`config.mk`:
```
export PLATFORM = sky130hd
export DESIGN_NAME = dmem_arbiter
export DESIGN_NICKNAME = d
export VERILOG_FILES = /design/src/rtl/dmem_arbiter.sv
export SDC_FILE = /design/constraint.sdc
export NUM_CORES = 1
export LEC_CHECK = 0
export CELL_PAD_IN_SITES_DETAIL_PLACEMENT = 2
export CELL_PAD_IN_SITES_GLOBAL_PLACEMENT = 2
export CORE_AREA = 2 2 122 124
export CTS_CLUSTER_SIZE = 30
export DETAILED_ROUTE_END_ITERATION = 7
export DIE_AREA = 0 0 124 126
export DONT_BUFFER_PORTS = 1
export PLACE_DENSITY_LB_ADDON = 0.25
export SLEW_MARGIN = 20
export SYNTH_ARGS = -nofsm -noshare
export SYNTH_HDL_FRONTEND = slang
export SYNTH_SLANG_ARGS = --single-unit
export TNS_END_PERCENT = 1
```
`constraint.sdc`:
```
create_clock -name clk -period 5.2 [get_ports clk]
set_clock_uncertainty 0.2 [all_clocks]
set_input_delay 0.78 -clock clk [delete_from_list [all_inputs] [get_ports clk]]
set_output_delay 0.78 -clock clk [all_outputs]
set_load 0.02 [all_outputs]
```
`src/rtl/dmem_arbiter.sv`:
```
// Round-robin arbiter sharing the single-port dmem between the CPU load/store path and a DMA requester.
// Optional DMEM_ARB_LOCK_EN adds dma_lock, which lets the DMA owner ignore the hold limit.
module dmem_arbiter #(
    parameter int AW       = 32,
    parameter int DW       = 32,
    parameter int MAX_HOLD = 8
) (
    input  logic          clk,
    input  logic          rst_n,

    input  logic          cpu_req,
    input  logic [AW-1:0] cpu_addr,
    input  logic [DW-1:0] cpu_wdata,
    input  logic          cpu_we,
    input  logic [2:0]    cpu_op,
    output logic          cpu_gnt,
    output logic          cpu_stall,
    output logic          cpu_rvalid,
    output logic [DW-1:0] cpu_rdata,

    input  logic          dma_req,
    input  logic [AW-1:0] dma_addr,
    input  logic [DW-1:0] dma_wdata,
    input  logic          dma_we,
    input  logic [2:0]    dma_op,
`ifdef DMEM_ARB_LOCK_EN
    input  logic          dma_lock,
`endif
    output logic          dma_gnt,
    output logic          dma_stall,
    output logic          dma_rvalid,
    output logic [DW-1:0] dma_rdata,

    output logic [AW-1:0] dmem_addr,
    output logic [DW-1:0] dmem_wdata,
    output logic [2:0]    dmem_op,
    output logic          dmem_we,
    input  logic [DW-1:0] dmem_rdata
);

    // state    | meaning
    // IDLE     | nobody owns dmem, no grants
    // OWN_CPU  | CPU owns dmem, cpu_gnt follows cpu_req
    // OWN_DMA  | DMA owns dmem, dma_gnt follows dma_req
    typedef enum logic [1:0] {
        ST_IDLE    = 2'd0,
        ST_OWN_CPU = 2'd1,
        ST_OWN_DMA = 2'd2
    } state_t;

    localparam int HW = (MAX_HOLD > 1) ? $clog2(MAX_HOLD) : 1;
    localparam logic [HW-1:0] HOLD_LAST = HW'(MAX_HOLD - 1);

    state_t        state_q, state_d;
    logic          last_dma_q, last_dma_d;
    logic [HW-1:0] hold_cnt_q, hold_cnt_d;
    logic [1:0]    rd_pend_q, rd_pend_d;
    logic          lock_act;

`ifdef DMEM_ARB_LOCK_EN
    assign lock_act = dma_lock;
`else
    assign lock_act = 1'b0;
`endif

    always_ff @(posedge clk or negedge rst_n) begin
        if (!rst_n) begin
            state_q    <= ST_IDLE;
            last_dma_q <= 1'b1;
            hold_cnt_q <= '0;
            rd_pend_q  <= 2'b00;
        end else begin
            state_q    <= state_d;
            last_dma_q <= last_dma_d;
            hold_cnt_q <= hold_cnt_d;
            rd_pend_q  <= rd_pend_d;
        end
    end

    always_comb begin
        state_d    = state_q;
        last_dma_d = last_dma_q;
        hold_cnt_d = hold_cnt_q;
        // A grant always implies a request, so gnt alone marks an accepted transaction.
        rd_pend_d  = {dma_gnt & ~dma_we, cpu_gnt & ~cpu_we};
        case (state_q)
            ST_IDLE: begin
                if (cpu_req && dma_req) state_d = last_dma_q ? ST_OWN_CPU : ST_OWN_DMA;
                else if (cpu_req)       state_d = ST_OWN_CPU;
                else if (dma_req)       state_d = ST_OWN_DMA;
            end
            ST_OWN_CPU: begin
                if (!cpu_req)                              state_d = dma_req ? ST_OWN_DMA : ST_IDLE;
                else if (hold_cnt_q == HOLD_LAST && dma_req) state_d = ST_OWN_DMA;
                else if (hold_cnt_q != HOLD_LAST)          hold_cnt_d = hold_cnt_q + 1'b1;
            end
            ST_OWN_DMA: begin
                if (!dma_req)                                           state_d = cpu_req ? ST_OWN_CPU : ST_IDLE;
                else if (hold_cnt_q == HOLD_LAST && cpu_req && !lock_act) state_d = ST_OWN_CPU;
                else if (hold_cnt_q != HOLD_LAST)                       hold_cnt_d = hold_cnt_q + 1'b1;
            end
            default: state_d = ST_IDLE;
        endcase
        if (state_d != state_q) hold_cnt_d = '0;
        if (state_d == ST_OWN_CPU && state_q != ST_OWN_CPU) last_dma_d = 1'b0;
        if (state_d == ST_OWN_DMA && state_q != ST_OWN_DMA) last_dma_d = 1'b1;
    end

    always_comb begin
        cpu_gnt    = 1'b0;
        dma_gnt    = 1'b0;
        dmem_addr  = '0;
        dmem_wdata = '0;
        dmem_op    = 3'b000;
        dmem_we    = 1'b0;
        case (state_q)
            ST_OWN_CPU: begin
                cpu_gnt    = cpu_req;
                dmem_addr  = cpu_addr;
                dmem_wdata = cpu_wdata;
                dmem_op    = cpu_op;
                dmem_we    = cpu_req & cpu_we;
            end
            ST_OWN_DMA: begin
                dma_gnt    = dma_req;
                dmem_addr  = dma_addr;
                dmem_wdata = dma_wdata;
                dmem_op    = dma_op;
                dmem_we    = dma_req & dma_we;
            end
            default: ;
        endcase
    end

    assign cpu_stall  = cpu_req & ~cpu_gnt;
    assign dma_stall  = dma_req & ~dma_gnt;
    assign cpu_rvalid = rd_pend_q[0];
    assign dma_rvalid = rd_pend_q[1];
    assign cpu_rdata  = rd_pend_q[0] ? dmem_rdata : '0;
    assign dma_rdata  = rd_pend_q[1] ? dmem_rdata : '0;

endmodule
```
* Yosys cells after proc, flatten, opt, wreduce, memory -nomap -nowiden
Index checks and enable logic that the tools add are counted.
Operators by class: $add $sub $neg 1, multiply operators 0, divide/modulo/power cells 0, $lt $le $gt $ge 0, equality and inequality tests 13, shift-type cells 0, mux-type cells 28, bitwise gates (word level) 10, reductions and logical operators 9
Operators with widths (count):
- $pmux W32 S2 | 2
- $mux W32 | 2
- $mux W2 | 9
- $mux W3 | 6
- $ne A3 B3 Y1 const B | 5
- $pmux W3 S2 | 2
- $and A1 B1 Y1 | 6
- $pmux W2 S3 | 1
- $logic_and A1 B1 Y1 | 5
- $mux W1 | 5
- $reduce_and A5 Y1 | 1
- $eq A2 B1 Y1 const B | 2
- $eq A2 B2 Y1 const B | 2
- $not A1 Y1 | 4
- $add A3 B1 Y3 const B | 1
- $eq A3 B3 Y1 const B | 1
- $reduce_bool A3 Y1 | 1
- $logic_not A2 Y1 | 1
- $ne A2 B1 Y1 const B | 1
- $ne A2 B2 Y1 | 1
- $ne A2 B2 Y1 const B | 1
- $pmux W1 S2 | 1
- $reduce_bool A2 Y1 | 1
Word-level totals: flip-flop bits (word level) 8, latch bits 0, memory bits (writable) 0, memory bits (read-only) 0, input bits 172, output and inout bits 138, logic and storage cells 65, memories kept 0

* Longest topological paths before layout
Gate-level depths: netlist of the first run.
word-level depth 9, gate-level depth with buffers 8, depth with buffers taken out 7

* Worst setup path before layout of the first run
No wires, ideal clock.
kind register -> output, start point reg state_q[1], end point out dmem_addr[13], data arrival time 1.810 ns, data required time 4.220 ns, path slack 2.410 ns, cell stages (with the launch flop) 8, buffers on the path 3, path through dfrtp_1 > inv_1 > ha_1 > buf_2 > clkbuf_1 > clkbuf_1 > a22oi_1 > nor2b_1
Between the ends: longest elaborated chain between the ends 2, elaborated cells on any way between the ends 3, those cells by class eq/ne (2); mux (1)
Ends and longest elaborated chain:
- start: declaration | line 54 | state_t state_q, state_d;
- start signal: assignment | line 73 | state_q <= state_d;
- $eq A2 B2 Y1 or $eq A2 B1 Y1 (tied branches) | line 116 | case (state_q)
- $pmux W32 S2 (*) | line 116
- end: declaration | line 34 | output logic [AW-1:0] dmem_addr,
Every way passes the cells marked *; elsewhere a longest branch is shown, timed or not.

* Final worst setup path of the first run
start point reg state_q[1], end point out dmem_we
Between the ends: longest elaborated chain between the ends 2, elaborated cells on any way between the ends 3, those cells by class eq/ne (2); mux (1)
Ends and longest elaborated chain:
- $eq A2 B2 Y1 or $eq A2 B1 Y1 (tied branches) | line 116
- $pmux W1 S2 (*) | line 116
- end: declaration | line 37 | output logic dmem_we,
Marks and branches as above.

==> results of run 1 <==
==> how the worst max path moves through the flow <==
stage	start	end	slack, ns	depth (start not counted)
floorplan	state_q[1]	dmem_addr[13]	2.41	7
global placement	state_q[1]	dmem_we	1.85	7
detailed placement	state_q[1]	dmem_we	1.87	7
CTS	state_q[1]	dmem_we	1.61	7
global route	state_q[1]	dmem_we	1.50	7
finish	state_q[1]	dmem_we	1.73	7
==> logic make-up (layout without fill, tap and decap cells) <==
logic type,after synthesis,in the layout,share of synthesized area
AOI/OAI and AO/OA,85,85,0.314
xor gates and xnor gates,1,1,0.00427
adders and majority gates,6,6,0.0366
buffers and inverters,36,15,0.0678
DFF,8,8,0.0983
muxes,2,2,0.0104
other,0,1,0
and+or+nand+nor,155,155,0.469
==> per-layer routing <==
metal  track usage  part of all wire
met1        0.0918              0.32
met2         0.221              0.57
met3        0.0154             0.093
met4        0.0106            0.0096
met5             0                 0
==> worst max-delay path: cells and delay by family (launching register included) <==
family,cells,cell delay (ns)
DFF,1,0.47
and+or+nand+nor,2,0.39
AOI/OAI and AO/OA,1,0.22
buffers and inverters,3,0.63
adders and majority gates,1,0.53
==> area by class of cell <==
cell class	count	share of cell area
Tap cell	184	0.101
Clock buffer	4	0.0345
Timing Repair Buffer	4	0.0132
Antenna cell	1	0.00110
Sequential cell	8	0.0882
Multi-Input combinational cell	249	0.751
Inverter	7	0.0115
==> through the flow <==
step,hold WS [ns],cell area [sq um],worst slack [ns],power [mW]
finish,0.0436,2280,1.73,1.36
CTS,0.0405,2280,1.61,1.38
floorplan,0.245,2050,2.41,1.08
global placement,0.260,2200,1.85,1.22
global route,0.0340,2280,1.50,1.47
detailed placement,0.269,2200,1.87,1.24
==> placed cells by master (no fill, tap or decap), types with 2 or more instances in the layout <==
cell type	n
nand2_1	10
a21oi_1	3
dfrtp_1	7
o21ai_0	3
ha_2	2
inv_1	7
ha_1	4
clkbuf_16	3
buf_4	4
and2_1	64
a22oi_1	67
nor2b_2	2
nor2b_1	68
nor2_1	2
nand2b_1	2
and4b_1	2
==> report_power, final <==
group | switching [mW] | total [mW] | leakage, nW | internal (mW)
logic | 0.743 | 1.11 | 0.623 | 0.363
registers | 0.0353 | 0.117 | 0.105 | 0.0819
clock network | 0.0321 | 0.134 | 0.0382 | 0.102
total | 0.811 | 1.36 | 0.766 | 0.547
==> state kept, by name (all words and copies together) (netlist names) <==
name / flops
hold_cnt_q: 3
rd_pend_q: 2
state_q: 2
last_dma_q: 1
==> flow_summary.json, run 1 <==
{
  "ant_nets": 0,
  "place.port_buffers": 0,
  "cts_tree": "done",
  "fillers": 1710,
  "core_sq_mm": 0.0143,
  "worst_slew_pin_slew_ns": 0.870,
  "crit_type": "reg -> out",
  "required_ns": 4.22,
  "cp_slowest_stage_delay_ns": 0.53,
  "finalMaxSlewViolations": 0,
  "fp.dieH_um": 126,
  "die-area_sq_mm": 0.0156,
  "drc_errors": 0,
  "hold_path_class": "in -> async",
  "start_util": 0.143,
  "rr_worst_depth": 7,
  "synth_area_sq_mm": 0.00205,
  "numCtsBuffers": 3,
  "status": "finished, final reports clean",
  "timing.rr.start": "state_q[1]",
  "ctsResizeCount": 0,
  "grt_max_degree": 63,
  "drv_cap": 0,
  "async_flop_share": 1.00,
  "cts_root_buf": "clkbuf_16",
  "grt-ovfl-total": 0,
  "post-dp-hpwl_um": 7640,
  "synth-main-ff-cell": "dfrtp_1",
  "ioPinCount": 310,
  "postCtsSetupBuffers": 0,
  "synth_cell_types": 37,
  "synth.area.top_cells": "a22oi_1, nor2b_1, and2_1",
  "ir_drop_mv": 0.148,
  "cts_buffer_depth": 2,
  "rrSetupSlack_ns": 2.22,
  "worst-path-max-fanout": 26,
  "arrival_ns": 2.49,
  "vias": 2195,
  "min_period_ns": 3.47,
  "clock_latency_ns": 0.23,
  "post_drt_wl_per_cell_um": 19.8,
  "powerDensity_mw_per_mm2": 595,
  "fin_crit_sh": 0.667,
  "wirelength_um": 9040,
  "clock_sinks": 8,
  "post-route-util": 0.160,
  "multiInputGateArea_sq_mm": 0.00171,
  "critPathSlowestCell": "ha_2",
  "netlist_top_cells_count": "nor2b_1, a22oi_1, and2_1",
  "gp_congestion": 0.758,
  "antenna_found_initial": 0,
  "first_iter_violations": 71,
  "hold_viol_final": 0,
  "finalSetupViolCount": 0,
  "setup_tns_ns": 0,
  "r2r-end": "hold_cnt_q[0]",
  "grt_setup_unrepaired": "no",
  "die_w_um": 124,
  "dr.pass1.iters": 4,
  "cp_cell_sequence": "inv_1, ha_2, nand2_1, inv_1, nand2_1, a21boi_0, buf_4",
  "synthMostInstantiatedCell": "nor2b_1",
  "grt_pass1_vias": 2240,
  "syn-mean-instance-area_sq_um": 6.99,
  "synthCells": 293,
  "stdcell_count": 457,
  "ys_seq_area_frac": 0.0983,
  "synth-edff-count": 0,
  "max-slew-margin-rel": 0.420,
  "start_kind": "flip-flop",
  "synthesis.nets": 471,
  "fin_nets": 451,
  "via_per_inst": 4.80,
  "yosysTopAreaCell": "a22oi_1",
  "power.leakage_nw": 0.766,
  "cp-end-kind": "output port",
  "area_delta_synth_final_pct": 11.4,
  "cts_max_level": 1,
  "placed_cells": 452,
  "track_usage": 0.0992,
  "yosys_warnings": 0,
  "ys_ff_latch": 8,
  "layout.area.seq_sq_um": 201,
  "cts_hold_buf": 0,
  "grt_pass1_wl_um": 12200,
  "rows": 44,
  "path_clk_slew_ns": 0.04,
  "fmax_mhz": 288,
  "synth.top_cell.area_share": 0.245,
  "drive_above_1_share": 0.0588
}
Note: power is estimated with default switching activity, not from simulation.
==> inputs of run 2 (changes only) <==
CORE_AREA = 2 2 119 121   (was 2 2 122 124)
DIE_AREA = 0 0 121 123   (was 0 0 124 126)
clock period = 3.4 ns   (was 5.2 ns; I/O delays follow)
==> run 2 against run 1 <==
Effect of this change:
- core utilization is 0.95 points higher
- via count rose by 1.5%
- critical path depth decreased by 2
- sequential share of layout area decreased by 0.067 points
- final cell count is 0.44% lower
- global-route usage grew 0.41 points
- sequential power increased by 56%
- critical endpoint is now dmem_wdata[3]
- clock power is 54% higher
- hold slack gained 0.096 ns
==> flow_summary.json, run 2 (synthesized netlist as in run 1, its figures left out) <==
{
  "status": "finished, final reports clean",
  "top_layer_used": "met4",
  "via_per_inst": 4.90,
  "critPathSlowestCell": "ha_2",
  "grt-ovfl-total": 0,
  "ioPinCount": 310,
  "met3WireLength_um": 883,
  "required_ns": 2.69,
  "cts_max_level": 1,
  "antenna_found_initial": 0,
  "drive_above_1_share": 0.0655,
  "power.leakage_nw": 0.781,
  "crit_start": "state_q[0]",
  "timing.rr.start": "state_q[0]",
  "hold_slack_ns": 0.140,
  "placed_cells": 450,
  "ant_nets": 0,
  "min_period_ns": 3.09,
  "ir_drop_mv": 0.326,
  "gp_congestion": 0.709,
  "cp-end-kind": "output port",
  "worst-path-buf-inv": 2,
  "largest_register_ffs": 3,
  "hold_path_class": "in -> reg",
  "regMostFlops": "hold_cnt_q",
  "first_iter_violations": 69,
  "area_delta_synth_final_pct": 12.3,
  "wirelength_um": 8960,
  "drv_cap": 0,
  "finalMaxSlewViolations": 0,
  "met2WireLength_um": 5150,
  "track_usage": 0.103,
  "insertedDiodeCount": 0,
  "worst_slew_pin_slew_ns": 0.879,
  "grt_pass1_wl_um": 12200,
  "core_sq_mm": 0.0136,
  "cp_slowest_stage_delay_ns": 0.55,
  "start_kind": "flip-flop",
  "finalSetupViolCount": 0,
  "cp_cell_sequence": "inv_1, ha_2, buf_4, a22oi_1, nor2b_1",
  "clock_latency_ns": 0.23,
  "fmax_mhz": 324,
  "postCtsSetupBuffers": 0,
  "final_common_cell": "nor2b_1",
  "die-area_sq_mm": 0.0149,
  "hold_viol_final": 0,
  "fillers": 1641,
  "layout_common_cells": "nor2b_1, a22oi_1, and2_1, nand2_1",
  "cts_buffer_depth": 2,
  "drc_errors": 0,
  "top_regs": "hold_cnt_q: 3 flops, rd_pend_q: 2 flops, state_q: 2 flops",
  "start_util": 0.151,
  "clock_sinks": 8,
  "fp.dieH_um": 123,
  "post-dp-hpwl_um": 7380,
  "fin_nets": 454,
  "grt_setup_unrepaired": "no",
  "die_w_um": 121,
  "wl_met1_um": 2910,
  "rows": 43,
  "numCtsBuffers": 3,
  "arrival_ns": 2.38,
  "hp-start": "cpu_we",
  "cts_root_buf": "clkbuf_16",
  "vias": 2229,
  "crit_type": "reg -> out",
  "setup_tns_ns": 0,
  "max-slew-margin-rel": 0.414,
  "grt_max_degree": 68,
  "stdcell_count": 455,
  "worst-path-max-fanout": 27,
  "cp_top_family": "adder cells",
  "post_drt_wl_per_cell_um": 19.7,
  "path_clk_slew_ns": 0.04,
  "powerDensity_mw_per_mm2": 918,
  "dr.pass1.iters": 4,
  "fin_crit_sh": 0.909,
  "cts_tree": "done",
  "grt_pass1_vias": 2218,
  "place.port_buffers": 0
}
run 2: cell count changes in the layout (fill, tap and decap cells not counted):
cell	before	now
buf_4	4	6
diode_2	1	0
dlygate4sd3_1	0	1
run 2: area by class of cell:
cell class                 instances  area [sq um]  share of cell area
timing repair buffer               7          55.1              0.0239
clock buffer                       4          78.8              0.0343
inverter                           7          26.3              0.0114
tap                              180           225              0.0979
multi-input combinational        249          1710               0.745
sequential                         8           201              0.0875
run 2: repair_timing:
item,in CTS,in global routing
resized for setup,0,0
endpoints found under the hold margin,8,0
hold buffers,1,0
run 2: final timing paths:
kind                       slack, ns             to  cells past startpoint
max                             0.31  dmem_wdata[3]                      5
min                             0.14   rd_pend_q[0]                      1
max reg2reg                     0.59  hold_cnt_q[1]                      7
min reg2reg                     0.28     last_dma_q                      2
max in group asynchronous       2.25     last_dma_q                      1
min in group asynchronous       0.44     state_q[0]                      1
run 2: metal layers:
| metal | vias up | global-route usage |
|---|---|---|
| met5 | - | 0 |
| met1 | 1060 | 0.103 |
| li1 | 989 | - |
| met3 | 2 | 0.0217 |
| met4 | 0 | 0.0131 |
| met2 | 178 | 0.220 |
run 2: report_power, final:
| part | internal [mW] | switching (mW) | leakage, nW | total [mW] |
|---|---|---|---|---|
| Clock | 0.157 | 0.0499 | 0.0382 | 0.206 |
| Sequential | 0.125 | 0.0569 | 0.105 | 0.182 |
| Combinational | 0.564 | 1.16 | 0.638 | 1.72 |
| Total | 0.846 | 1.27 | 0.781 | 2.11 |
run 2: per-stage QoR:
| stage | total power [mW] | util | setup slack [ns] | cell area [sq um] |
|---|---|---|---|---|
| 6_report | 2.11 | 0.169 | 0.310 | 2300 |
| 3_5_place_dp | 1.93 | 0.163 | 0.495 | 2210 |
| 5_1_grt | 2.29 | 0.169 | 0.129 | 2300 |
| 4_1_cts | 2.15 | 0.169 | 0.230 | 2300 |
| 3_3_place_gp | 1.90 | 0.163 | 0.535 | 2210 |
| 2_1_floorplan | 1.64 | - | 0.880 | 2050 |
==> inputs of run 3 (changes only) <==
CTS_CLUSTER_DIAMETER = 120   (was unset)
==> results of run 3 <==
Final layout, timing and power as in run 2 (identical DEF).
